## src/rtl/aixh_mxc_pkg.sv

```systemverilog
// -----------------------------------------------------------------------------
// AIXH_MXC_pkg
//   Shared types and constants for the MXC left q-tile cell.
//   LQCELL_BWD_DWIDTH : data width of one queue word.
//   lqcell_state_e    : drain FSM states (IDLE / DRAIN / STALL).
//   lqcell_even_par() : even-parity bit over one queue word.
// -----------------------------------------------------------------------------
package AIXH_MXC_pkg;

  localparam int LQCELL_BWD_DWIDTH = 16;

  typedef enum logic [1:0] {
    IDLE  = 2'd0,
    DRAIN = 2'd1,
    STALL = 2'd2
  } lqcell_state_e;

  // XOR-reduce: the returned bit makes {data, par} an even-weight word.
  function automatic logic lqcell_even_par(input logic [LQCELL_BWD_DWIDTH-1:0] d);
    return ^d;
  endfunction

endpackage

```

## src/rtl/aixh_mxc_lqcell_fifo.sv

```systemverilog
// -----------------------------------------------------------------------------
// aixh_mxc_lqcell_fifo
//   Circular word queue: storage, read/write pointers, occupancy count.
//   Storage is not reset; pointers and count reset asynchronously.
//   Ports:
//     aixh_core_clk, aixh_core_rstn : clock / async active-low reset
//     push, wdata                   : write one word (caller guarantees room)
//     pop                           : advance head (caller guarantees count>0)
//     rdata                         : head word (combinational read)
//     rperr                         : head entry fails parity recheck
//                                     (only with AIXH_MXC_LQCELL_PARITY_EN)
//     count                         : registered occupancy
//   Macro AIXH_MXC_LQCELL_PARITY_EN adds one even-parity bit per entry.
// -----------------------------------------------------------------------------
module aixh_mxc_lqcell_fifo
  import AIXH_MXC_pkg::*;
#(
  parameter int QDEPTH = 4,
  parameter int DW     = LQCELL_BWD_DWIDTH,
  parameter int CW     = $clog2(QDEPTH+1)
) (
  input  logic          aixh_core_clk,
  input  logic          aixh_core_rstn,
  input  logic          push,
  input  logic [DW-1:0] wdata,
  input  logic          pop,
  output logic [DW-1:0] rdata,
`ifdef AIXH_MXC_LQCELL_PARITY_EN
  output logic          rperr,
`endif
  output logic [CW-1:0] count
);

  localparam int AW = $clog2(QDEPTH);
`ifdef AIXH_MXC_LQCELL_PARITY_EN
  localparam int EW = DW + 1;
`else
  localparam int EW = DW;
`endif

  logic [EW-1:0] mem [QDEPTH];
  logic [AW-1:0] wptr, rptr;
  logic [EW-1:0] wentry;

`ifdef AIXH_MXC_LQCELL_PARITY_EN
  assign wentry = {lqcell_even_par(wdata), wdata};
  // Whole entry XORs to 0 when data and stored parity still agree.
  assign rperr  = ^mem[rptr];
`else
  assign wentry = wdata;
`endif

  assign rdata = mem[rptr][DW-1:0];

  always_ff @(posedge aixh_core_clk) begin
    if (push) mem[wptr] <= wentry;
  end

  // QDEPTH is a power of two, so natural AW-bit overflow is the wrap.
  always_ff @(posedge aixh_core_clk or negedge aixh_core_rstn) begin
    if (!aixh_core_rstn) begin
      wptr  <= '0;
      rptr  <= '0;
      count <= '0;
    end else begin
      if (push) wptr <= wptr + 1'b1;
      if (pop)  rptr <= rptr + 1'b1;
      case ({push, pop})
        2'b10:   count <= count + 1'b1;
        2'b01:   count <= count - 1'b1;
        default: count <= count;
      endcase
    end
  end

endmodule

```

## src/rtl/aixh_mxc_left_qtile_qcell.sv

```systemverilog
// -----------------------------------------------------------------------------
// aixh_mxc_left_qtile_qcell
//   Word queue with a length-driven drain engine feeding an output-side cell.
//   Ports:
//     aixh_core_clk, aixh_core_rstn     : clock / async active-low reset
//     i_push_valid/o_push_ready/i_push_data : upstream word handshake
//     i_drain_start, i_drain_len        : request a burst of i_drain_len pops
//     o_drain_busy                      : burst in progress (DRAIN or STALL)
//     o_wenable, o_wdata                : registered write to output cell
//     o_count                           : queue occupancy
//     o_err_underrun, i_err_clr         : sticky underrun flag and its clear
//     o_perr                            : sticky parity error (parity build)
//   Macro AIXH_MXC_LQCELL_PARITY_EN enables per-entry parity and o_perr.
// -----------------------------------------------------------------------------
module aixh_mxc_left_qtile_qcell
  import AIXH_MXC_pkg::*;
#(
  parameter int QDEPTH = 4,
  parameter int LEN_W  = 8
) (
  input  logic                         aixh_core_clk,
  input  logic                         aixh_core_rstn,
  input  logic                         i_push_valid,
  output logic                         o_push_ready,
  input  logic [LQCELL_BWD_DWIDTH-1:0] i_push_data,
  input  logic                         i_drain_start,
  input  logic [LEN_W-1:0]             i_drain_len,
  output logic                         o_drain_busy,
  output logic                         o_wenable,
  output logic [LQCELL_BWD_DWIDTH-1:0] o_wdata,
  output logic [$clog2(QDEPTH+1)-1:0]  o_count,
  output logic                         o_err_underrun,
`ifdef AIXH_MXC_LQCELL_PARITY_EN
  output logic                         o_perr,
`endif
  input  logic                         i_err_clr
);

  localparam int CW = $clog2(QDEPTH+1);

  lqcell_state_e                state, state_n;
  logic [LEN_W-1:0]             rem, rem_n;
  logic                         push, pop, uflow_set;
  logic [LQCELL_BWD_DWIDTH-1:0] head;
`ifdef AIXH_MXC_LQCELL_PARITY_EN
  logic                         head_perr;
`endif

  // Ready comes from the registered count only: a same-cycle pop does not
  // open a slot until the next cycle.
  assign o_push_ready = (o_count < CW'(QDEPTH));
  assign push         = i_push_valid & o_push_ready;
  assign o_drain_busy = (state != IDLE);

  aixh_mxc_lqcell_fifo #(
    .QDEPTH (QDEPTH),
    .DW     (LQCELL_BWD_DWIDTH),
    .CW     (CW)
  ) u_fifo (
    .aixh_core_clk  (aixh_core_clk),
    .aixh_core_rstn (aixh_core_rstn),
    .push           (push),
    .wdata          (i_push_data),
    .pop            (pop),
    .rdata          (head),
`ifdef AIXH_MXC_LQCELL_PARITY_EN
    .rperr          (head_perr),
`endif
    .count          (o_count)
  );

  always_ff @(posedge aixh_core_clk or negedge aixh_core_rstn) begin
    if (!aixh_core_rstn) begin
      state <= IDLE;
      rem   <= '0;
    end else begin
      state <= state_n;
      rem   <= rem_n;
    end
  end

  // Pops are gated on the registered count, so a word pushed this cycle is
  // never visible to the drain engine until the next one.
  always_comb begin
    state_n   = state;
    rem_n     = rem;
    pop       = 1'b0;
    uflow_set = 1'b0;
    case (state)
      IDLE: begin
        if (i_drain_start && (i_drain_len != '0)) begin
          rem_n   = i_drain_len;
          state_n = DRAIN;
        end
      end
      DRAIN: begin
        if (o_count != '0) begin
          pop   = 1'b1;
          rem_n = rem - 1'b1;
          if (rem == LEN_W'(1)) state_n = IDLE;
        end else begin
          uflow_set = 1'b1;
          state_n   = STALL;
        end
      end
      STALL: begin
        if (o_count != '0) begin
          pop     = 1'b1;
          rem_n   = rem - 1'b1;
          state_n = (rem == LEN_W'(1)) ? IDLE : DRAIN;
        end
      end
      default: state_n = IDLE;
    endcase
  end

  // Output register: strobe one cycle after the pop, data holds otherwise.
  always_ff @(posedge aixh_core_clk or negedge aixh_core_rstn) begin
    if (!aixh_core_rstn) begin
      o_wenable <= 1'b0;
      o_wdata   <= '0;
    end else begin
      o_wenable <= pop;
      if (pop) o_wdata <= head;
    end
  end

  // Set beats clear when both land in the same cycle.
  always_ff @(posedge aixh_core_clk or negedge aixh_core_rstn) begin
    if (!aixh_core_rstn)  o_err_underrun <= 1'b0;
    else if (uflow_set)   o_err_underrun <= 1'b1;
    else if (i_err_clr)   o_err_underrun <= 1'b0;
  end

`ifdef AIXH_MXC_LQCELL_PARITY_EN
  // Registered alongside o_wenable so the flag rises with the bad word.
  always_ff @(posedge aixh_core_clk or negedge aixh_core_rstn) begin
    if (!aixh_core_rstn)        o_perr <= 1'b0;
    else if (pop && head_perr)  o_perr <= 1'b1;
    else if (i_err_clr)         o_perr <= 1'b0;
  end
`endif

endmodule
```

## config.mk

```make
export PLATFORM = sky130hd
export DESIGN_NAME = aixh_mxc_left_qtile_qcell
export DESIGN_NICKNAME = d
export VERILOG_FILES = /design/src/rtl/aixh_mxc_pkg.sv /design/src/rtl/aixh_mxc_lqcell_fifo.sv /design/src/rtl/aixh_mxc_left_qtile_qcell.sv
export SDC_FILE = /design/constraint.sdc
export NUM_CORES = 1
export LEC_CHECK = 0
export CAP_MARGIN = 20
export CORE_UTILIZATION = 40
export CTS_CLUSTER_DIAMETER = 150
export DETAILED_ROUTE_END_ITERATION = 7
export GPL_TIMING_DRIVEN = 0
export PLACE_DENSITY_LB_ADDON = 0.1
export REMOVE_ABC_BUFFERS = 1
export SETUP_SLACK_MARGIN = 0.4
export SLEW_MARGIN = 20
export SYNTH_ARGS = -nofsm -noshare
export SYNTH_HDL_FRONTEND = slang
export SYNTH_SLANG_ARGS = --single-unit
```

## constraint.sdc

```tcl
create_clock -name aixh_core_clk -period 3.4 [get_ports aixh_core_clk]
set_input_delay 0.68 -clock aixh_core_clk [delete_from_list [all_inputs] [get_ports aixh_core_clk]]
set_output_delay 0.68 -clock aixh_core_clk [all_outputs]
set_load 0.005 [all_outputs]
```

Yosys cells after proc, flatten, opt, wreduce, memory -nomap -nowiden --
Memories as Yosys holds them, arrays and structs flattened. A register that Yosys moved wholly into a read port is not among the register bits. Cells that the tools add are included.
Word-level totals: logic and storage cells 54, bits in writable memories 64, output and inout bits 23, memories 1, flip-flop bits (word level) 19, input port bits 29
Operators by class: $add $sub $neg 5, magnitude comparators 1, equality and inequality tests 9, multiplexer cells 18, bitwise logic cells 1, reduce and logical (&&, ||, !) cells 12
Memory list:
- u_fifo.mem | depth 4, bits a word 16, rd ports 1, clocked after memory_dff 1, wr ports 1, RTL line aixh_mxc_lqcell_fifo.sv:41 | logic [EW-1:0] mem [QDEPTH];
Operators by type and width (number):
- 8-bit 2-to-1 mux | 2
- 8-bit one-hot mux with 2 select lines | 1
- 1-bit 2-to-1 mux | 9
- 8-bit by 1-bit equality test with 1-bit output (second input constant) | 1
- 2-bit 2-to-1 mux | 4
- 2-bit nonzero test | 4
- 8-bit nonzero test | 1
- 8-bit by 1-bit subtractor with 8-bit output (second input constant) | 1
- 2-bit one-hot mux with 3 select lines | 1
- 3-bit one-hot mux with 2 select lines | 1
- 3-bit AND reduction | 2
- 2-bit by 1-bit adder with 2-bit output (second input constant) | 2
- 2-bit by 1-bit equality test with 1-bit output (second input constant) | 2
- 2-bit equality test (second input constant) | 2
- 2-bit != test (second input constant) | 2
- 3-bit by 1-bit adder with 3-bit output (second input constant) | 1
- 3-bit less-than comparator (second input constant) | 1
- 3-bit != test (second input constant) | 1
- 3-bit nonzero test | 1
- 3-bit by 1-bit subtractor with 3-bit output (second input constant) | 1
- 2-bit zero test | 1
- 2-bit by 1-bit != test with 1-bit output (second input constant) | 1
- 2-bit OR reduction | 1
- 1-bit AND | 1
- other kinds (2) | 2

Logic depth before layout (Yosys ltp) --
depth after elaboration 5, depth in mapped cells 11, gate-level depth less buffers 9

Hierarchy --
A second synthesis with hierarchy kept.
Unflattened totals: cells, all modules 251, area, all modules 4226.6 um^2
Modules (own cells, without submodules):
- aixh_mxc_lqcell_fifo | times used 1, area each 2737.6 um^2, sequential area each 2097.0 um^2, cells each 118
- aixh_mxc_left_qtile_qcell | times used 1, area each 1488.9 um^2, sequential area each 700.7 um^2, cells each 133

Least setup slack after synthesis --
No wires, ideal clock.
path type register -> register, start point reg state[0], end point reg u_fifo.count[2], library setup time 80 ps, arrival time 2466 ps, slack 854 ps, buffers on the path 2, cell stages (with the launch flop) 12, period minus slack after synthesis 2546 ps, required time 3320 ps, path through dfrtp_1 -> inv_1 -> ha_1 -> nor2b_1 -> buf_2 -> buf_1 -> ha_1 -> inv_1 -> fa_1 -> xor2_1 -> nor2_1 -> xnor2_1
Between the ends: longest elaborated chain between the ends 5, elaborated cells on any way between the ends 8, those cells by class eq/ne: 4; mux: 2; reduce/logical: 2
Ends and longest elaborated chain:
- from (decl) | RTL line aixh_mxc_left_qtile_qcell.sv:41 | lqcell_state_e state, state_n;
- from (signal assigned) | RTL line aixh_mxc_left_qtile_qcell.sv:77 | state <= state_n;
- 2-bit equality test / 2-bit by 1-bit equality test with 1-bit output (equally long branches) | RTL line aixh_mxc_left_qtile_qcell.sv:89 | case (state)
- 2-bit OR reduction (no source line) *
- 1-bit 2-to-1 mux *
- named net pop | RTL line aixh_mxc_left_qtile_qcell.sv:43 | logic push, pop, uflow_set;
- 2-bit by 1-bit equality test with 1-bit output / 2-bit equality test (equally long branches) | RTL line aixh_mxc_lqcell_fifo.sv:68 | case ({push, pop})
- 3-bit one-hot mux with 2 select lines / 2-bit nonzero test (equally long branches)
- to (signal assigned) | RTL line aixh_mxc_lqcell_fifo.sv:69 | 2'b10: count <= count + 1'b1;
- to (signal assigned) | RTL line aixh_mxc_lqcell_fifo.sv:70 | 2'b01: count <= count - 1'b1;
- to (signal assigned) | RTL line aixh_mxc_lqcell_fifo.sv:71 | default: count <= count;
- to (decl) | RTL line aixh_mxc_lqcell_fifo.sv:31 | output logic [CW-1:0] count
Mark *: on every way through the listed nets, which the timed path passes. The rest lies on a longest branch. A chain may end at the register's enable or synchronous reset.

Worst setup path after layout --
start point reg state[1], end point reg u_fifo.count[2]
Between the ends: longest elaborated chain between the ends 5, elaborated cells on any way between the ends 8, those cells by class eq/ne: 4; mux: 2; reduce/logical: 2
Ends and longest elaborated chain (RTL line):
- 2-bit equality test / 2-bit by 1-bit equality test with 1-bit output (equally long branches) | aixh_mxc_left_qtile_qcell.sv:89
- 2-bit OR reduction (no source line) *
- 1-bit 2-to-1 mux *
- 2-bit by 1-bit equality test with 1-bit output / 2-bit equality test (equally long branches) | aixh_mxc_lqcell_fifo.sv:68
- 3-bit one-hot mux with 2 select lines / 2-bit nonzero test (equally long branches)
Mark *: on every way between the ends. The rest lies on a longest branch, timed or not.

==> qor.json <==
{
  "status": {
    "outcome": "finished clean"
  },
  "setup_path": {
    "setup.worst_path.start_class": "flop",
    "cp-end-kind": "flop",
    "critical_path_fanouts_max": 24,
    "r2r_slack_ps": 650,
    "cp.required_ps": 3690,
    "arrival_ps": 3030,
    "path_class": "reg2reg",
    "number_of_cell_instances_on_the_worst_register_to_register_path": 9
  },
  "floorplanning": {
    "fp.dieH_um": 103.5,
    "placement_rows": 36,
    "dieWidth_um": 103.5,
    "dieArea_sq_um": 10710,
    "floorplan.io_pins": 52,
    "starting_density_of_the_core": 0.4178,
    "placeableCoreArea_sq_um": 9864
  },
  "synthesis": {
    "post_syn_area_per_cell_sq_um": 16.35,
    "synthDominantCellAreaShare": 0.4663,
    "synth-seq-cells": 99,
    "synthesis.instances": 252,
    "synth_edf_count": 64,
    "post_synth_instance_area_sq_um": 4121,
    "yosys.area.top_type": "edfxtp_1",
    "synthDistinctLibCells": 36,
    "postSynth.asyncResetShare": 0.3535,
    "yosys_most_used_dff": "edfxtp_1",
    "yosys-top-cells-area": "edfxtp_1 47%, dfrtp_1 21%, mux4_2 8.7%",
    "seq_area_frac_synth": 0.6788,
    "yosys.cell_count.top_type": "edfxtp_1",
    "synth_commonest_cells": "64 x edfxtp_1, 35 x dfrtp_1, 18 x inv_1, 18 x mux2_2, 16 x mux4_2",
    "ys_warn_count": 0
  },
  "placement": {
    "dpl_worst_slack_ps": 246.5,
    "buffer_ports.inserted": 51,
    "placedInstanceArea_sq_um": 4762,
    "place_hpwl_um": 4556,
    "gpl_congestion": 0.7492
  },
  "global_route": {
    "grt_max_degree": 25,
    "grt_first_pass_wirelength_um": 12030,
    "grt_util_all_layers": 0.1486,
    "global_route_congestion_overflow_total": 0,
    "grt_antenna_before_repair": 0,
    "number_of_global_route_vias_before_repair": 2318
  },
  "sta": {
    "achievable-frequency_mhz": 364.3,
    "post-route-worst-setup-slack_ps": 654.8,
    "worst-slew-pin-transition_ps": 1016,
    "max_transition_margin": 0.3176,
    "hold_violations": 0,
    "finalCritPeriodShare": 0.8074,
    "report.final.setup_viol": 0,
    "grt_setup_unrepaired": "false",
    "period_needed_ps": 2745,
    "clock_skew_ps": 12.57,
    "maxSlewViolCount": 0
  },
  "finish": {
    "syn2layout_area_growth_pct": 19.73,
    "design_area_sq_um": 4935,
    "fillers": 862,
    "drive_above_1_share": 0.1710,
    "final_net_count": 346,
    "diodes": 0
  },
  "power_and_ir_drop": {
    "static-leakage-power_uw": 0.001775,
    "p_total_uw": 4132,
    "power_density_nw_per_um2": 837.4,
    "vdd_drop_max_mv": 0.3233
  },
  "drt": {
    "num_vias": 2227,
    "route.detailed.wl_per_inst_um": 16.42,
    "postRouteAntennaNets": 0,
    "detail_route.vias_per_cell": 5.027,
    "route.detailed.drc": 0,
    "first_iter_violations": 103,
    "routed_wirelength_um": 7275,
    "drt-pass1-iter-count": 4
  },
  "clock_tree": {
    "clock-root-buffer": "clkbuf_8",
    "cts.sinks": 99,
    "path_clk_slew_ps": 90,
    "ctsLongestPathBuffers": 2,
    "clock_tree_from_tritoncts": "done",
    "cts_made_buffers": 9,
    "cts_max_level": 3,
    "clock_latency_reported_for_the_late_side_of_the_worst_skew_pair_ps": 350
  },
  "min_path": {
    "hold_path_class": "in2async"
  },
  "run": {
    "number_of_maximum_capacitance_constraint_violations": 0
  }
}
[worst max-delay path, cell delays in order, from the launching register on]
cell,delay (ps)
dfrtp_1,410
inv_1,80
ha_2,600
nor2b_4,490
ha_1,270
inv_1,60
fa_1,370
xor2_1,150
nor2_1,120
xnor2_1,120
[per-stage QoR]
stage	std cells	setup TNS, ps	hold WS [ps]	utilization
after global routing	443	0	221.2	0.5003
final	443	0	225.9	0.5003
after global placement	425	-2911	489.4	0.4803
after CTS	443	0	217.9	0.5000
after floorplan	241	0	384.4	-
after detailed placement	426	0	494.7	0.4828
[timing repair]
item	4_1_cts	5_1_grt
setup buffers	0	0
endpoints found under the setup margin	1	1
cloned	1	0
hold buffers	0	0
resized for setup	0	1
[cells in the final DEF (no fill, tap or decap), types with 3 or more instances in the layout]
cell and instances:
nor2_1 4, mux2i_1 3, clkbuf_8 9, nand3_1 7, edfxtp_1 64, nor2b_1 3
inv_1 18, a21oi_1 8, a31oi_1 4, clkdlybuf4s50_1 50, mux2_2 18, o21ai_0 8
xnor2_1 4, nand2_1 8, mux4_2 16, clkinvlp_4 3, dfrtp_1 34, or3_1 3
and2_1 4, nor3_1 3, ha_1 10
[cells by family (layout without fill, tap and decap cells)]
| family | after synthesis | count (layout) | synth area share |
|---|---|---|---|
| DFF | 99 | 99 | 0.6788 |
| and+or+nand+nor | 39 | 40 | 0.05009 |
| muxes | 37 | 37 | 0.1439 |
| AOI/OAI and AO/OA | 30 | 30 | 0.04523 |
| buffers and inverters | 29 | 86 | 0.03096 |
| adders and majority gates | 12 | 12 | 0.03825 |
| xor gates and xnor gates | 6 | 6 | 0.01275 |
[state kept, by name (all words and copies together), names as in the netlist]
signal          count
o_wdata            16
state               2
rem                 8
u_fifo.count        3
o_err_underrun      1
u_fifo.rptr         2
u_fifo.mem         64
o_wenable           1
u_fifo.wptr         2
[path summary, 6_finish.rpt]
kind	start	end
max	state[1]	u_fifo.count[2]
min	aixh_core_rstn	o_wdata[10]
max reg2reg	state[1]	u_fifo.count[2]
min reg2reg	o_wdata[9]	o_wdata[9]
max in group asynchronous	aixh_core_rstn	o_err_underrun
min in group aixh_core_clk	o_wdata[9]	o_wdata[9]
[layout make-up]
class                           count  area [sq um]  share of cell area
Inverter                           18         67.56             0.01369
Clock inverter                      5         30.03            0.006085
Timing Repair Buffer               52         525.5              0.1065
Clock buffer                       11         131.4             0.02662
Tap cell                          133         166.4             0.03372
Sequential cell                    99          2799              0.5672
Multi-Input combinational cell    125          1215              0.2462
[where the power goes]
part           switching, uW  internal, uW  total [uW]
registers                276          1630        1900
clock network            380           262         642
logic                    676           912        1590
[metal layers]
metal	wire length [um]	vias to the layer above	global-route usage
met3	239	4	0.04342
met2	3517	45	0.2344
li1	-	1053	-
met5	0	-	0
met1	3460	1125	0.2013
met4	58	0	0.04037
Note: power is estimated with default switching activity, not from simulation.
